## src/rtl/cache_arbiter_pkg.sv

```systemverilog
`default_nettype none
// ============================================================================
// Module   : cache_arbiter_pkg
// Brief    : Shared types and default widths for the I/D-cache line-port
//            arbiter (state encoding, requester identity, line geometry).
// Options  : ARB_ROUND_ROBIN_EN (consumed by arb_select / cache_arbiter)
// Revision : 1.0 - initial release
// ============================================================================
package cache_arbiter_pkg;

   // Default line geometry used by the interface and the top level
   localparam int c_ADDR_W = 32;
   localparam int c_LINE_W = 256;

   // Arbiter FSM states; the top level keeps its own fixed-width copies
   typedef enum logic [1:0] {
      IDLE    = 2'd0,
      SERVE_I = 2'd1,
      SERVE_D = 2'd2
   } arb_state_t;

   // Which L1 cache owns the memory port
   typedef enum logic {
      REQ_I = 1'b0,
      REQ_D = 1'b1
   } requester_t;

endpackage : cache_arbiter_pkg
`default_nettype wire

```

## src/rtl/cache_arbiter_if.sv

```systemverilog
`default_nettype none
// ============================================================================
// Module   : cache_arbiter_if
// Brief    : Bundle of the I-cache, D-cache and memory line-port signals seen
//            by the arbiter. The slave modport is the arbiter's view; the
//            master modport is the surrounding caches plus memory.
// Options  : none
// Revision : 1.0 - initial release
// ============================================================================
interface cache_arbiter_if
   import cache_arbiter_pkg::*;
#(
   parameter int ADDR_W = c_ADDR_W,
   parameter int LINE_W = c_LINE_W
) ();

   // I-cache side
   logic              i_read;
   logic [ADDR_W-1:0] i_addr;
   logic [LINE_W-1:0] i_rdata;
   logic              i_resp;

   // D-cache side
   logic              d_read;
   logic              d_write;
   logic [ADDR_W-1:0] d_addr;
   logic [LINE_W-1:0] d_wdata;
   logic [LINE_W-1:0] d_rdata;
   logic              d_resp;

   // Memory side
   logic              m_read;
   logic              m_write;
   logic [ADDR_W-1:0] m_addr;
   logic [LINE_W-1:0] m_wdata;
   logic [LINE_W-1:0] m_rdata;
   logic              m_resp;

   // Status
   logic              busy;

   // Caches and memory model
   modport master (
      output i_read, i_addr,
      output d_read, d_write, d_addr, d_wdata,
      output m_rdata, m_resp,
      input  i_rdata, i_resp,
      input  d_rdata, d_resp,
      input  m_read, m_write, m_addr, m_wdata,
      input  busy
   );

   // Arbiter
   modport slave (
      input  i_read, i_addr,
      input  d_read, d_write, d_addr, d_wdata,
      input  m_rdata, m_resp,
      output i_rdata, i_resp,
      output d_rdata, d_resp,
      output m_read, m_write, m_addr, m_wdata,
      output busy
   );

endinterface : cache_arbiter_if
`default_nettype wire

```

## src/rtl/cache_arbiter_arb_select.sv

```systemverilog
`default_nettype none
// ============================================================================
// Module   : arb_select
// Brief    : Combinational grant selection between the I-cache and D-cache
//            requests. A lone requester always wins; a conflict is resolved
//            by fixed D priority or, when enabled, round-robin on last_grant.
// Options  : ARB_ROUND_ROBIN_EN - round-robin conflict resolution
// Revision : 1.0 - initial release
// ============================================================================
module arb_select
   import cache_arbiter_pkg::*;
(
   input  wire        i_req,
   input  wire        d_req,
`ifdef ARB_ROUND_ROBIN_EN
   input  requester_t last_grant,
`endif
   output logic       grant_valid,
   output requester_t grant_id
);

   // Pick the owner of the next memory transaction
   always_comb begin
      grant_valid = i_req | d_req;
      grant_id    = REQ_I;
      if (i_req && d_req) begin
`ifdef ARB_ROUND_ROBIN_EN
         // Whoever did not win last time gets this one
         grant_id = (last_grant == REQ_I) ? REQ_D : REQ_I;
`else
         // Data misses stall the pipeline harder, so D wins every conflict
         grant_id = REQ_D;
`endif
      end else if (d_req) begin
         grant_id = REQ_D;
      end
   end

endmodule : arb_select
`default_nettype wire

```

## src/rtl/cache_arbiter.sv

```systemverilog
`default_nettype none
// ============================================================================
// Module   : cache_arbiter
// Brief    : Shares one physical-memory line port between the I-cache and the
//            D-cache. One line transaction in flight; m_* are registered at
//            grant and held until m_resp, which is passed straight back to the
//            owning cache in the same cycle.
// Options  : ARB_ROUND_ROBIN_EN - round-robin conflict resolution (adds the
//            last_grant register); undefined gives fixed D-cache priority.
// Revision : 1.0 - initial release
// ============================================================================
module cache_arbiter
   import cache_arbiter_pkg::*;
#(
   parameter int ADDR_W = c_ADDR_W,
   parameter int LINE_W = c_LINE_W
) (
   input  wire            clk,
   input  wire            rst_n,
   cache_arbiter_if.slave bus
);

   // Fixed-width state encodings mirroring arb_state_t
   localparam logic [1:0] c_ST_IDLE    = IDLE;
   localparam logic [1:0] c_ST_SERVE_I = SERVE_I;
   localparam logic [1:0] c_ST_SERVE_D = SERVE_D;

   logic [1:0]        r_state;
   logic              r_m_read;
   logic              r_m_write;
   logic [ADDR_W-1:0] r_m_addr;
   logic [LINE_W-1:0] r_m_wdata;

   logic              w_i_req;
   logic              w_d_req;
   logic              w_grant_valid;
   requester_t        w_grant_id;
   logic              w_idle;
   logic              w_i_resp;
   logic              w_d_resp;

   assign w_i_req = bus.i_read;
   assign w_d_req = bus.d_read | bus.d_write;
   assign w_idle  = (r_state == c_ST_IDLE);

`ifdef ARB_ROUND_ROBIN_EN
   requester_t r_last_grant;

   // Remember the most recent winner so the other side wins the next conflict
   always_ff @(posedge clk) begin
      if (!rst_n) begin
         r_last_grant <= REQ_I;
      end else if (w_idle && w_grant_valid) begin
         r_last_grant <= w_grant_id;
      end
   end
`endif

   arb_select u_arb_select (
      .i_req       (w_i_req),
      .d_req       (w_d_req),
`ifdef ARB_ROUND_ROBIN_EN
      .last_grant  (r_last_grant),
`endif
      .grant_valid (w_grant_valid),
      .grant_id    (w_grant_id)
   );

   // FSM and memory-port registers: latch the winner's request at grant,
   // hold it for the whole transaction, drop the strobe when memory answers
   always_ff @(posedge clk) begin
      if (!rst_n) begin
         r_state   <= c_ST_IDLE;
         r_m_read  <= 1'b0;
         r_m_write <= 1'b0;
         r_m_addr  <= '0;
         r_m_wdata <= '0;
      end else begin
         case (r_state)
            c_ST_IDLE: begin
               if (w_grant_valid) begin
                  if (w_grant_id == REQ_D) begin
                     r_state   <= c_ST_SERVE_D;
                     r_m_addr  <= bus.d_addr;
                     r_m_wdata <= bus.d_wdata;
                     // A simultaneous read and write is illegal; read wins
                     r_m_read  <= bus.d_read;
                     r_m_write <= ~bus.d_read & bus.d_write;
                  end else begin
                     r_state   <= c_ST_SERVE_I;
                     r_m_addr  <= bus.i_addr;
                     r_m_wdata <= '0;
                     r_m_read  <= 1'b1;
                     r_m_write <= 1'b0;
                  end
               end
            end
            c_ST_SERVE_I, c_ST_SERVE_D: begin
               if (bus.m_resp) begin
                  r_state   <= c_ST_IDLE;
                  r_m_read  <= 1'b0;
                  r_m_write <= 1'b0;
               end
            end
            default: begin
               r_state   <= c_ST_IDLE;
               r_m_read  <= 1'b0;
               r_m_write <= 1'b0;
            end
         endcase
      end
   end

   // Completion is steered to the owner in the same cycle as m_resp; a stray
   // m_resp in IDLE or during reset reaches nobody
   assign w_i_resp = rst_n & (r_state == c_ST_SERVE_I) & bus.m_resp;
   assign w_d_resp = rst_n & (r_state == c_ST_SERVE_D) & bus.m_resp;

   assign bus.i_resp  = w_i_resp;
   assign bus.d_resp  = w_d_resp;
   assign bus.i_rdata = w_i_resp ? bus.m_rdata : '0;
   assign bus.d_rdata = w_d_resp ? bus.m_rdata : '0;

   assign bus.m_read  = r_m_read;
   assign bus.m_write = r_m_write;
   assign bus.m_addr  = r_m_addr;
   assign bus.m_wdata = r_m_wdata;
   assign bus.busy    = ~w_idle;

endmodule : cache_arbiter
`default_nettype wire

```

## src/flat_wrapper.sv

```systemverilog
// flat-port wrapper written by rule: the top's interface ports become plain ports
module cache_arbiter_flat import cache_arbiter_pkg::*;
#(
   parameter int ADDR_W = c_ADDR_W,
   parameter int LINE_W = c_LINE_W
)
  (clk, rst_n, bus_i_read, bus_i_addr, bus_d_read, bus_d_write, bus_d_addr, bus_d_wdata, bus_m_rdata, bus_m_resp, bus_i_rdata, bus_i_resp, bus_d_rdata, bus_d_resp, bus_m_read, bus_m_write, bus_m_addr, bus_m_wdata, bus_busy);
  cache_arbiter_if #(.ADDR_W(ADDR_W), .LINE_W(LINE_W)) bus_i ();
  input  wire clk;
  input  wire rst_n;
  input wire logic [$bits(bus_i.i_read)-1:0] bus_i_read;
  input wire logic [$bits(bus_i.i_addr)-1:0] bus_i_addr;
  input wire logic [$bits(bus_i.d_read)-1:0] bus_d_read;
  input wire logic [$bits(bus_i.d_write)-1:0] bus_d_write;
  input wire logic [$bits(bus_i.d_addr)-1:0] bus_d_addr;
  input wire logic [$bits(bus_i.d_wdata)-1:0] bus_d_wdata;
  input wire logic [$bits(bus_i.m_rdata)-1:0] bus_m_rdata;
  input wire logic [$bits(bus_i.m_resp)-1:0] bus_m_resp;
  output wire logic [$bits(bus_i.i_rdata)-1:0] bus_i_rdata;
  output wire logic [$bits(bus_i.i_resp)-1:0] bus_i_resp;
  output wire logic [$bits(bus_i.d_rdata)-1:0] bus_d_rdata;
  output wire logic [$bits(bus_i.d_resp)-1:0] bus_d_resp;
  output wire logic [$bits(bus_i.m_read)-1:0] bus_m_read;
  output wire logic [$bits(bus_i.m_write)-1:0] bus_m_write;
  output wire logic [$bits(bus_i.m_addr)-1:0] bus_m_addr;
  output wire logic [$bits(bus_i.m_wdata)-1:0] bus_m_wdata;
  output wire logic [$bits(bus_i.busy)-1:0] bus_busy;
  assign bus_i.i_read = bus_i_read;
  assign bus_i.i_addr = bus_i_addr;
  assign bus_i.d_read = bus_d_read;
  assign bus_i.d_write = bus_d_write;
  assign bus_i.d_addr = bus_d_addr;
  assign bus_i.d_wdata = bus_d_wdata;
  assign bus_i.m_rdata = bus_m_rdata;
  assign bus_i.m_resp = bus_m_resp;
  assign bus_i_rdata = bus_i.i_rdata;
  assign bus_i_resp = bus_i.i_resp;
  assign bus_d_rdata = bus_i.d_rdata;
  assign bus_d_resp = bus_i.d_resp;
  assign bus_m_read = bus_i.m_read;
  assign bus_m_write = bus_i.m_write;
  assign bus_m_addr = bus_i.m_addr;
  assign bus_m_wdata = bus_i.m_wdata;
  assign bus_busy = bus_i.busy;
  cache_arbiter #(.ADDR_W(ADDR_W), .LINE_W(LINE_W)) u_core (.clk(clk), .rst_n(rst_n), .bus(bus_i));
endmodule
```

## config.mk

```make
export PLATFORM = sky130hd
export DESIGN_NAME = cache_arbiter_flat
export DESIGN_NICKNAME = d
export VERILOG_FILES = /design/src/rtl/cache_arbiter_pkg.sv /design/src/rtl/cache_arbiter_if.sv /design/src/rtl/cache_arbiter_arb_select.sv /design/src/rtl/cache_arbiter.sv /design/src/flat_wrapper.sv
export SDC_FILE = /design/constraint.sdc
export NUM_CORES = 1
export LEC_CHECK = 0
export ABC_CLOCK_PERIOD_IN_PS = 3800
export CORE_AREA = 4 4 539 541
export DETAILED_ROUTE_END_ITERATION = 10
export DIE_AREA = 0 0 543 545
export MAX_ROUTING_LAYER = met4
export PLACE_DENSITY_LB_ADDON = 0.15
export SKIP_LAST_GASP = 1
export SYNTH_ARGS = -nofsm -noshare
export SYNTH_HDL_FRONTEND = slang
export SYNTH_SLANG_ARGS = --single-unit
```

## constraint.sdc

```tcl
create_clock -name clk -period 3.8 [get_ports clk]
set_input_delay 0.57 -clock clk [delete_from_list [all_inputs] [get_ports clk]]
set_output_delay 0.57 -clock clk [all_outputs]
set_load 0.02 [all_outputs]
```

==> run summary, run 1 <==
Compound-Gate Fraction of Synth Area: 20.3%
Share of cells above drive strength 1: 10.5%
Largest stage delay, worst path: 0.68 ns
H-Tree Level Count: 2
Power density relative to cell area: 335 nW/µm²
Fraction of the mapped netlist area in adder cells: 0.292%
Required time worst endpoint: 3.23 ns
Final setup violation count: 0
FF+latch count, synth: 292
Yosys warnings: 0
Routed wire per std cell: 24.3 µm
Largest fanout on the critical path: 31
Count of routing violations after the opening detailed-route iteration: 691
TritonCTS clock tree: built
Final design utilization: 11.9%
Portion of the post-synthesis area used by sequential elements: 45.4%
Die width: 543 µm
Cells along the critical path: clkdlybuf4s50_1 -> and3_4 -> buf_12 -> and2_1 -> clkdlybuf4s50_1
Die Span Y: 545 µm
Setup repair after global routing missed its margin: false
Final sum of negative setup slack: 0 ns
Class of the tightest hold or removal check: flop to flop
Area share of and/or/nand/nor cells after synthesis: 25.7%
Library cell contributing the largest single delay on the critical path: clkdlybuf4s50_1
Arrival time at the worst endpoint: 2.88 ns
Count of port buffers added during placement: 1386
Cell count of the worst hold path: 1
Cell Rows: 196
Most common cell type on the critical path: clkdlybuf4s50_1
Peak supply drop: 290 µV
Starting density of the core: 4.52%
Total Power Consumption: 11.3 mW
Combinational family with the most area after synthesis: simple AND/OR/NAND/NOR gates
Average cell area after synthesis: 9.79 µm²
Maximum buffer depth of the clock tree: 3
Final-layout worst hold slack: 0.469 ns
Mapped Cells: 1315
Xor and xnor area share after synthesis: 0%
Largest cells by area after synthesis: dfxtp_1, and2_1, a22o_1, buf_4, mux2i_1
Vias: 16000
Result of the run: complete, no violations
Gp weighted congestion: 0.810
Wire length reported by the detailed router: 158 mm
Critical path startpoint category: input port
Layout overhead on the synthesized area: 163%
Relative max-transition margin: 51.9%
Final-report hold violation count: 0
Yosys top cell by area: dfxtp_1
Vias per std cell: 2.46
Total global routing track utilization: 10.2%
Final critical-path required period: 3.45 ns
Critical path class: input port to primary output
Post-CTS Setup Repair Bufs: 0
DRC violations left: 0
Reported leakage power: 11.8 nW
Setup crit end kind: primary output
Maximum number of pins on one net before global-route repair: 65
Most frequent cells in the layout: clkdlybuf4s50_1, and2_1, dfxtp_1, a22o_1, buf_12
Area of the die: 296000 µm²
Delay-heaviest family, CP: buffers and inverters
Total I/O pin count: 1387
Final Max Slew Viols: 0
Proportion of netlist area held by the largest area contributor: 45.4%
Post-cts sizing count: 0
Area inside the core boundary: 285000 µm²
Worst reg-to-reg setup slack: 1.76 ns
Total congestion overflow: 0
Post-route clock period utilization: 90.7%
Start point of the worst min-delay path: u_core.bus.m_wdata[112]
CTS sink count: 292
Most common cell after layout, fill and taps aside: clkdlybuf4s50_1
Depth of the worst register-to-register path: 7
Detail Placement HPWL: 141 mm
Antenna-violating nets left: 0
Hold Path End: u_core.bus.m_wdata[112]
First-pass GRT wire length: 192 mm
Detailed-router iteration count before antenna repair: 5
Area of the mapped netlist: 12900 µm²
Bufs and invs on worst path: 3
Skew-Pair Late Insertion Delay: 0.58 ns
Vias in the first global route: 16900
CTS Hold Bufs: 0
Clock buffers created by TritonCTS: 42
Reg-to-reg critical path startpoint: u_core.r_state[0]
Yosys cell types: 27
Net count of the finished layout: 3270
Mux cell area share after synthesis: 2.49%
Setup Skew: 0.0199 ns
Worst Setup SP: bus_m_resp
Clock transition at path regs: 0.05 ns
Slew at the pin closest to its max-slew limit: 0.721 ns
Clock root buffer master: clkbuf_16
R2R Path End: u_core.bus.m_wdata[99]
Total of max-cap violations: 0
Filler Cell Count: 32600
Initial antenna violation count: 110
Timing-limited maximum frequency: 0.290 GHz
Post-synthesis net count: 1900
[logic make-up after synthesis]
| family | count (synthesis) |
|---|---|
| AND/OR/NAND/NOR | 528 |
| multiplexers | 32 |
| adder cells (fa/ha/maj) | 3 |
| flip-flops | 292 |
| buffers and inverters | 132 |
| AO/OA/AOI/OAI | 328 |
[sequential cells by signal, summed over array words and instances, names as in the netlist]
signal,cells
u_core.bus.m_read,1
u_core.bus.m_addr,32
u_core.bus.m_write,1
u_core.bus.m_wdata,256
u_core.r_state,2
[per-layer routing]
layer / global-route usage [%] / wire, µm / share of wire [%]
met1: 11.0 / 60000 / 38
met2: 18.8 / 81800 / 52
met3: 3.23 / 13200 / 8.4
met4: 1.37 / 2440 / 1.5
met5: - / 0 / 0
[Yosys cell counts]
cell / count
buf_4: 46
o31a_2: 1
nand3_1: 2
mux2i_1: 32
o21ai_0: 33
o21a_1: 1
nand2b_1: 2
o211a_1: 1
and2_1: 512
buf_2: 13
ha_1: 3
nor3_2: 1
clkbuf_4: 2
and3_1: 2
nor2b_1: 2
a31oi_1: 1
nand2_1: 1
a21oi_1: 35
clkbuf_2: 7
nor2_1: 2
buf_6: 6
a22o_1: 256
inv_1: 4
clkbuf_1: 54
nor3_1: 2
dfxtp_1: 292
nor2_4: 2
[worst max path at each step]
stage	endpoint	depth (start not counted)
after global routing	bus_d_rdata[134]	6
after CTS	bus_d_rdata[134]	6
final	bus_d_rdata[134]	5
after detailed placement	bus_d_rdata[134]	5
after floorplan	bus_i_rdata[216]	6
after global placement	bus_d_rdata[134]	5
[through the flow]
stage / setup WS (ns) / instances / cell area, µm²
global placement: 0.244 / 6403 / 32400
finish: 0.354 / 6490 / 33900
global route: 0.184 / 6485 / 33900
CTS: 0.159 / 6477 / 33900
floorplan: 1.61 / 1315 / 12900
detailed placement: 0.236 / 6403 / 32400
[report_power, final]
| part | internal, mW | switching, mW |
|---|---|---|
| logic | 1.75 | 1.84 |
| registers | 3.42 | 0.211 |
| clock network | 2.48 | 1.65 |
| total | 7.64 | 3.71 |
[area by class of cell]
type / count / area (µm²) / area share [%]
clock inverter: 13 / 165 / 0.487
multi-input combinational: 891 / 6290 / 18.6
timing repair buffer: 1454 / 15600 / 46.0
inverter: 4 / 15.0 / 0.0443
clock buffer: 61 / 1240 / 3.67
antenna: 13 / 32.5 / 0.0960
sequential: 292 / 5850 / 17.3
tap: 3762 / 4710 / 13.9
Note: power is estimated with default switching activity, not from simulation.
==> run 2, diff against run 1 <==
--- a/config.mk
+++ b/config.mk
@@ -9,7 +9,6 @@
 export CORE_AREA = 4 4 539 541
 export DETAILED_ROUTE_END_ITERATION = 10
 export DIE_AREA = 0 0 543 545
-export MAX_ROUTING_LAYER = met4
 export PLACE_DENSITY_LB_ADDON = 0.15
 export SKIP_LAST_GASP = 1
 export SYNTH_ARGS = -nofsm -noshare
==> run 2 against run 1 <==
Net effect: design area barely moved; clock power hardly changed; register-to-register slack barely moved; global-route usage decreased by 0.29 points; via count is essentially flat.
==> run summary, run 2 (synthesis gave the netlist of run 1 again) <==
Setup crit end kind: primary output
Post-route clock period utilization: 91.4%
Maximum buffer depth of the clock tree: 3
CTS sink count: 292
Layout overhead on the synthesized area: 163%
Wire length reported by the detailed router: 158 mm
Final setup violation count: 0
Most frequent cells in the layout: clkdlybuf4s50_1, and2_1, dfxtp_1, a22o_1, buf_12
Antenna-violating nets left: 0
Die width: 543 µm
Final design utilization: 11.9%
Clock root buffer master: clkbuf_16
Reported leakage power: 11.8 nW
Initial antenna violation count: 108
Critical path startpoint category: input port
Vias: 16000
Clock buffers created by TritonCTS: 42
Number of placed instances with taps included: 6403
Total global routing track utilization: 9.95%
Starting density of the core: 4.52%
Final sum of negative setup slack: 0 ns
Slew at the pin closest to its max-slew limit: 0.731 ns
CTS Hold Bufs: 0
Post-CTS Setup Repair Bufs: 0
Setup repair after global routing missed its margin: false
Relative max-transition margin: 51.3%
Post-cts sizing count: 0
H-Tree Level Count: 2
Gp weighted congestion: 0.798
Final instance area: 33900 µm²
Max FFs per register: 256
Area of the die: 296000 µm²
Count of routing violations after the opening detailed-route iteration: 693
Cell Rows: 196
Die Span Y: 545 µm
Net count of the finished layout: 3270
Peak supply drop: 291 µV
Critical path class: input port to primary output
DRC violations left: 0
Final critical-path required period: 3.47 ns
Non-filler instance count after layout: 6481
Arrival time at the worst endpoint: 2.90 ns
Total of max-cap violations: 0
Area inside the core boundary: 285000 µm²
Maximum number of pins on one net before global-route repair: 65
Detailed-router iteration count before antenna repair: 4
TritonCTS clock tree: built
Final Max Slew Viols: 0
Setup Skew: 0.0291 ns
Timing-limited maximum frequency: 0.288 GHz
Total I/O pin count: 1387
Detail Placement HPWL: 141 mm
Largest fanout on the critical path: 31
Skew-Pair Late Insertion Delay: 0.59 ns
Power density relative to cell area: 335 nW/µm²
Most common cell after layout, fill and taps aside: clkdlybuf4s50_1
Share of cells above drive strength 1: 10.5%
Routed wire per std cell: 24.3 µm
Vias per std cell: 2.46
Cell area reported after detailed placement: 32400 µm²
Clock transition at path regs: 0.05 ns
Total congestion overflow: 0
Vias in the first global route: 16800
Result of the run: complete, no violations
Required time worst endpoint: 3.23 ns
Count of port buffers added during placement: 1386
Class of the tightest hold or removal check: flop to flop
Final-report hold violation count: 0
First-pass GRT wire length: 192 mm
==> run 2: cell types whose count changed in the layout (fill, tap and decap cells not counted), sizes merged <==
cell	previous run	this run
diode	13	4
==> run 2: through the flow <==
step	total power, mW	worst slack, ns	hold WS, ns
6_report	11.4	0.327	0.469
5_1_grt	11.9	0.184	0.487
4_1_cts	11.7	0.159	0.474
3_5_place_dp	7.37	0.236	0.453
3_3_place_gp	7.40	0.244	0.455
2_1_floorplan	4.97	1.61	0.507
==> run 2: final timing paths <==
kind | from | end | slack, ns | depth (start not counted)
setup / recovery | bus_m_resp | bus_d_rdata[134] | 0.33 | 5
hold / removal | u_core.bus.m_wdata[112] | u_core.bus.m_wdata[112] | 0.47 | 1
setup reg to reg | u_core.r_state[0] | u_core.bus.m_wdata[98] | 1.77 | 7
hold reg to reg | u_core.bus.m_wdata[112] | u_core.bus.m_wdata[112] | 0.47 | 1
==> run 2: report_power, final <==
group	internal [mW]	switching (mW)	leakage, nW
clock network	2.48	1.66	0.679
registers	3.42	0.210	2.41
logic	1.75	1.84	8.74
==> run 2: layout make-up <==
class / count / area [µm²]
clock buffer: 61 / 1240
timing repair buffer: 1454 / 15600
clock inverter: 13 / 165
multi-input combinational: 891 / 6290
tap: 3762 / 4710
fill: 32600 / 251000
antenna: 4 / 10.0
sequential: 292 / 5850
inverter: 4 / 15.0
==> run 2: worst max-delay path, cell delays in order <==
cell	delay [ns]
clkdlybuf4s50_1	0.53
and3_4	0.57
buf_12	0.25
and2_1	0.19
clkdlybuf4s50_1	0.69
==> run 2: layer usage <==
layer  routed length, µm  share of wire, %  global-route usage (%)
met5                  35             0.022                       0
met4                2390               1.5                    1.31
met3               14800               9.4                    3.60
met1               58600                37                    10.8
met2               81700                52                    18.7
